===== src/rtl/quadrature_decoder.sv =====
// Quadrature A/B decoder: 2-FF synchronizers, per-phase persistence filter,
// Gray-step decode into registered up/down strobes, wrapping position and sticky error.
module quadrature_decoder #(
  parameter int N    = 8,
  parameter int FILT = 3
) (
  input  logic         i_clk,
  input  logic         i_reset_n,
  input  logic         i_ce,
  input  logic         i_a,
  input  logic         i_b,
  input  logic         i_clr,
  output logic         o_count_up,
  output logic         o_count_down,
  output logic [N-1:0] o_position,
  output logic         o_dir,
  output logic         o_err
);

  localparam int CW = 4;

  logic [1:0]          r_sync_a;
  logic [1:0]          r_sync_b;
  logic [1:0]          w_sync;
  logic [1:0]          r_acc;
  logic [1:0][CW-1:0]  r_cnt;
  logic [1:0]          r_prev;
  logic                r_up;
  logic                r_dn;
  logic [N-1:0]        r_pos;
  logic                r_dir;
  logic                r_err;
  logic                w_step_up;
  logic                w_step_dn;
  logic                w_illegal;

  // Pin synchronizers, free-running regardless of clock enable
  always_ff @(posedge i_clk or negedge i_reset_n) begin
    if (!i_reset_n) begin
      r_sync_a <= 2'b00;
      r_sync_b <= 2'b00;
    end else begin
      r_sync_a <= {r_sync_a[0], i_a};
      r_sync_b <= {r_sync_b[0], i_b};
    end
  end

  assign w_sync = {r_sync_a[1], r_sync_b[1]};

  // Persistence filter: accept a level after FILT consecutive enabled mismatches
  always_ff @(posedge i_clk or negedge i_reset_n) begin
    if (!i_reset_n) begin
      r_acc <= 2'b00;
      r_cnt <= '0;
    end else if (i_ce) begin
      for (int i = 0; i < 2; i++) begin
        if (w_sync[i] != r_acc[i]) begin
          if (r_cnt[i] == CW'(FILT - 1)) begin
            r_acc[i] <= w_sync[i];
            r_cnt[i] <= {CW{1'b0}};
          end else begin
            r_cnt[i] <= r_cnt[i] + CW'(1);
          end
        end else begin
          r_cnt[i] <= {CW{1'b0}};
        end
      end
    end
  end

  // Classify previous->current accepted pair {A,B}
  always_comb begin
    w_step_up = 1'b0;
    w_step_dn = 1'b0;
    w_illegal = 1'b0;
    case ({r_prev, r_acc})
      4'b0010, 4'b1011, 4'b1101, 4'b0100: w_step_up = 1'b1;
      4'b0001, 4'b0111, 4'b1110, 4'b1000: w_step_dn = 1'b1;
      4'b0011, 4'b1100, 4'b0110, 4'b1001: w_illegal = 1'b1;
      default: begin
        w_step_up = 1'b0;
        w_step_dn = 1'b0;
        w_illegal = 1'b0;
      end
    endcase
  end

  // Strobes, direction, position and sticky error; clear beats a same-cycle step
  always_ff @(posedge i_clk or negedge i_reset_n) begin
    if (!i_reset_n) begin
      r_prev <= 2'b00;
      r_up   <= 1'b0;
      r_dn   <= 1'b0;
      r_pos  <= {N{1'b0}};
      r_dir  <= 1'b0;
      r_err  <= 1'b0;
    end else begin
      r_up <= i_ce & w_step_up;
      r_dn <= i_ce & w_step_dn;
      if (i_ce) begin
        r_prev <= r_acc;
        if (w_step_up) begin
          r_dir <= 1'b1;
        end else if (w_step_dn) begin
          r_dir <= 1'b0;
        end
      end
      if (i_clr) begin
        r_pos <= {N{1'b0}};
        r_err <= 1'b0;
      end else if (i_ce) begin
        if (w_step_up) begin
          r_pos <= r_pos + N'(1);
        end else if (w_step_dn) begin
          r_pos <= r_pos - N'(1);
        end
        if (w_illegal) begin
          r_err <= 1'b1;
        end
      end
    end
  end

  assign o_count_up   = r_up;
  assign o_count_down = r_dn;
  assign o_position   = r_pos;
  assign o_dir        = r_dir;
  assign o_err        = r_err;

endmodule


===== config.mk =====
export PLATFORM = sky130hd
export DESIGN_NAME = quadrature_decoder
export DESIGN_NICKNAME = d
export VERILOG_FILES = /design/src/rtl/quadrature_decoder.sv
export SDC_FILE = /design/constraint.sdc
export NUM_CORES = 1
export LEC_CHECK = 0
export ABC_AREA = 1
export CAP_MARGIN = 10
export CELL_PAD_IN_SITES_DETAIL_PLACEMENT = 0
export CELL_PAD_IN_SITES_GLOBAL_PLACEMENT = 2
export CORE_MARGIN = 2
export CORE_UTILIZATION = 33
export DETAILED_ROUTE_END_ITERATION = 8
export GPL_TIMING_DRIVEN = 1
export PLACE_DENSITY = 0.77
export SKIP_LAST_GASP = 1
export SLEW_MARGIN = 20
export SYNTH_ARGS = -nofsm -noshare
export SYNTH_HDL_FRONTEND = slang
export SYNTH_SLANG_ARGS = --single-unit

===== constraint.sdc =====
create_clock -name i_clk -period 2.4 [get_ports i_clk]
set_input_delay 0.6 -clock i_clk [delete_from_list [all_inputs] [get_ports i_clk]]
set_output_delay 0.6 -clock i_clk [all_outputs]
set_load 0.1 [all_outputs]

==> out/results.ini <==
[sta]
hold-worst-slack_ns = 0.362
post-route-min-period_ns = 2.18
maxSlewHeadroom_pct = 75.5
unrepaired_setup_endpoints_after_global_routing = false
totalNegativeSetupSlack_ns = 0
layout_worst_path_cycle_share_pct = 90.9
setup_viol = 0
hold_violations = 0
maxSlewViolCount = 0
fin_worst_skew_ns = 0.00315
max_freq_mhz = 459
postLayoutSetupSlackWorst_ns = 0.219
worstMarginPinSlew_ns = 0.367

[global_routing]
pin_count_of_the_biggest_net_entering_global_routing = 29
grt_first_pass_wirelength_um = 5810
grtUsageTotal_pct = 13.4
globalRouteOverflowTotal = 0
initial_antenna_violation_count = 0
number_of_global_route_vias_before_repair = 1239

[critical_path]
critPathSlowestCell = ha_1
critPathMaxFanout = 9
setup.worst_path.end_class = flop
criticalPathCategory = reg2reg
cp_top_family = simple AND/OR/NAND/NOR gates
cp-start-kind = flop
arrival_ns = 2.35
path_cells = inv_1 > nand2_1 > nand2_2 > nand2_1 > ha_1 > nand2_1 > nand3_1 > a21oi_1 > nand2_1 > nand3_1 > nand2_1
cpPeakStageDelay_ns = 0.44
timing.critical_path.mode_cell = nand2_1
buffers_and_inverters_on_the_worst_path = 1
r2r_slack_ns = 0.22
required_ns = 2.57

[detailed_routing]
drt_pass1_iterations = 4
postRouteWirelength_um = 3390
vias = 1302
detail_route.wl_per_cell_um = 11.9
post-route-drc-count = 0
detail_route.iter0.violations = 66
vias_per_cell = 4.55
ant_nets = 0

[clocking]
tritoncts_clock_tree = built
ctsHoldBuffers = 0
cts.root.buffer_cell = clkbuf_8
cts_inserted_buffers = 3
htreeDepth = 1
cts_setup_buffers = 0
clk_path_buf_depth = 2
clkLatencyLatePin_ns = 0.27
numClockSinks = 28
worst_path_clk_slew_ns = 0.10
cts_repair_resize_count = 0

[placement]
pre_cts_ws_ns = 0.266
place.port_buffers = 17
last_weighted_congestion_value_of_the_routability_driven_placer = 0.878
detailed_place_hpwl_um = 2570

[final_layout]
layout_commonest_cell = nand2_1
fraction_of_layout_cells_with_a_size_suffix_above_1_pct = 13.7
mostFrequentLayoutCells = 56 x nand2_1, 28 x dfrtp_1, 25 x inv_1
layout.core_utilization_pct = 40.3
final_layout_net_count = 237
nFillCells = 506
flow.area_growth_from_synthesis_pct = 17.7
antenna_cells = 0

[floorplanning]
core_area_um2 = 4750
fp-row-count = 25
die_y_um = 74.3
initial_utilization_pct = 34.3
io_pins = 18
fp.dieW_um = 74.3
fp.dieArea_um2 = 5510

[synth]
synth-seq-cells = 28
warnings_synthesis = 0
syn-num-nets = 215
synth_area_leader_cell = dfrtp_1
yosys-top-cells-area = dfrtp_1 43%, nand2_1 13%, ha_1 7.7%
synth_sequential_area_ratio_pct = 43.0
synth_top_area_share_pct = 43.0
post_synth_instance_area_um2 = 1630
avgSynthCellArea_um2 = 8.23
synthesis.instances = 198
ys_types = 28

[status]
run_status = finished, final reports clean

[flow_run]
maxCapViolCount = 0

[min_path]
hp-class = reg2reg

## final timing paths
kind / cells after the start / end / startpoint
setup / recovery: 11 / o_position[7]$_DFFE_PN0P_ / r_prev[1]$_DFFE_PN0P_
min in group asynchronous: 2 / o_err$_DFFE_PN0P_ / i_reset_n
hold / removal: 0 / r_sync_b[1]$_DFF_PN0_ / r_sync_b[0]$_DFF_PN0_
hold reg to reg: 0 / r_sync_b[1]$_DFF_PN0_ / r_sync_b[0]$_DFF_PN0_
setup reg to reg: 11 / o_position[7]$_DFFE_PN0P_ / r_prev[1]$_DFFE_PN0P_
max in group asynchronous: 2 / r_cnt[0]$_DFFE_PN0P_ / i_reset_n
## per-layer routing
| metal | routed length [um] | track usage, % | vias up | part of all wire [%] |
|---|---|---|---|---|
| met5 | 0 | 0 | - | 0 |
| met4 | 0 | 2.38 | 0 | 0 |
| met3 | 94 | 2.03 | 0 | 2.8 |
| met2 | 1440 | 20.9 | 22 | 42 |
| met1 | 1860 | 20.1 | 600 | 55 |
| li1 | - | - | 680 | - |
## state kept, by name, summed over array words and instances (netlist names)
register	cells
r_sync_b	2
o_position	8
o_dir	1
r_prev	2
r_acc	2
o_count_up	1
o_err	1
r_sync_a	2
o_count_down	1
r_cnt	8
## metrics by stage
| step | cell area, um2 | instances |
|---|---|---|
| after floorplan | 1630 | 198 |
| after global placement | 1850 | 282 |
| after detailed placement | 1850 | 282 |
| after CTS | 1920 | 286 |
| after global routing | 1920 | 286 |
| final | 1920 | 286 |
## Yosys cell counts
cell,number
o21a_1,1
ha_1,10
inv_1,25
o221ai_1,1
xnor2_1,4
nand3b_1,1
inv_2,3
buf_4,1
buf_6,2
nor3_1,1
nand4_1,9
o21ai_1,3
o21ai_0,9
o21ai_2,2
xor2_1,5
nand3_1,12
nor3b_1,1
clkinv_1,1
dfrtp_1,28
a21oi_1,6
nand3_2,1
a21oi_2,1
o22ai_1,1
nand3_4,1
fa_1,1
nor2_1,9
nand2_2,3
nand2_1,56
## cell type report
class / instances / area [um2] / area share, %
Clock buffer: 3 / 41.3 / 2.15
Multi-Input combinational cell: 138 / 790 / 41.2
Clock inverter: 1 / 30.0 / 1.57
Sequential cell: 28 / 701 / 36.6
Inverter: 29 / 109 / 5.68
Tap cell: 67 / 83.8 / 4.37
Timing Repair Buffer: 20 / 163 / 8.49
## cells by family after synthesis
family | Yosys count | share of synthesized area, %
and+or+nand+nor | 94 | 26.2
buffers and inverters | 32 | 8.53
DFF | 28 | 43.0
AOI/OAI and AO/OA | 24 | 8.53
adders and majority gates | 11 | 8.91
xor gates and xnor gates | 9 | 4.84
Power is not shown: default switching activity piles up to over one toggle a cycle in this logic, so the estimate is an artifact.
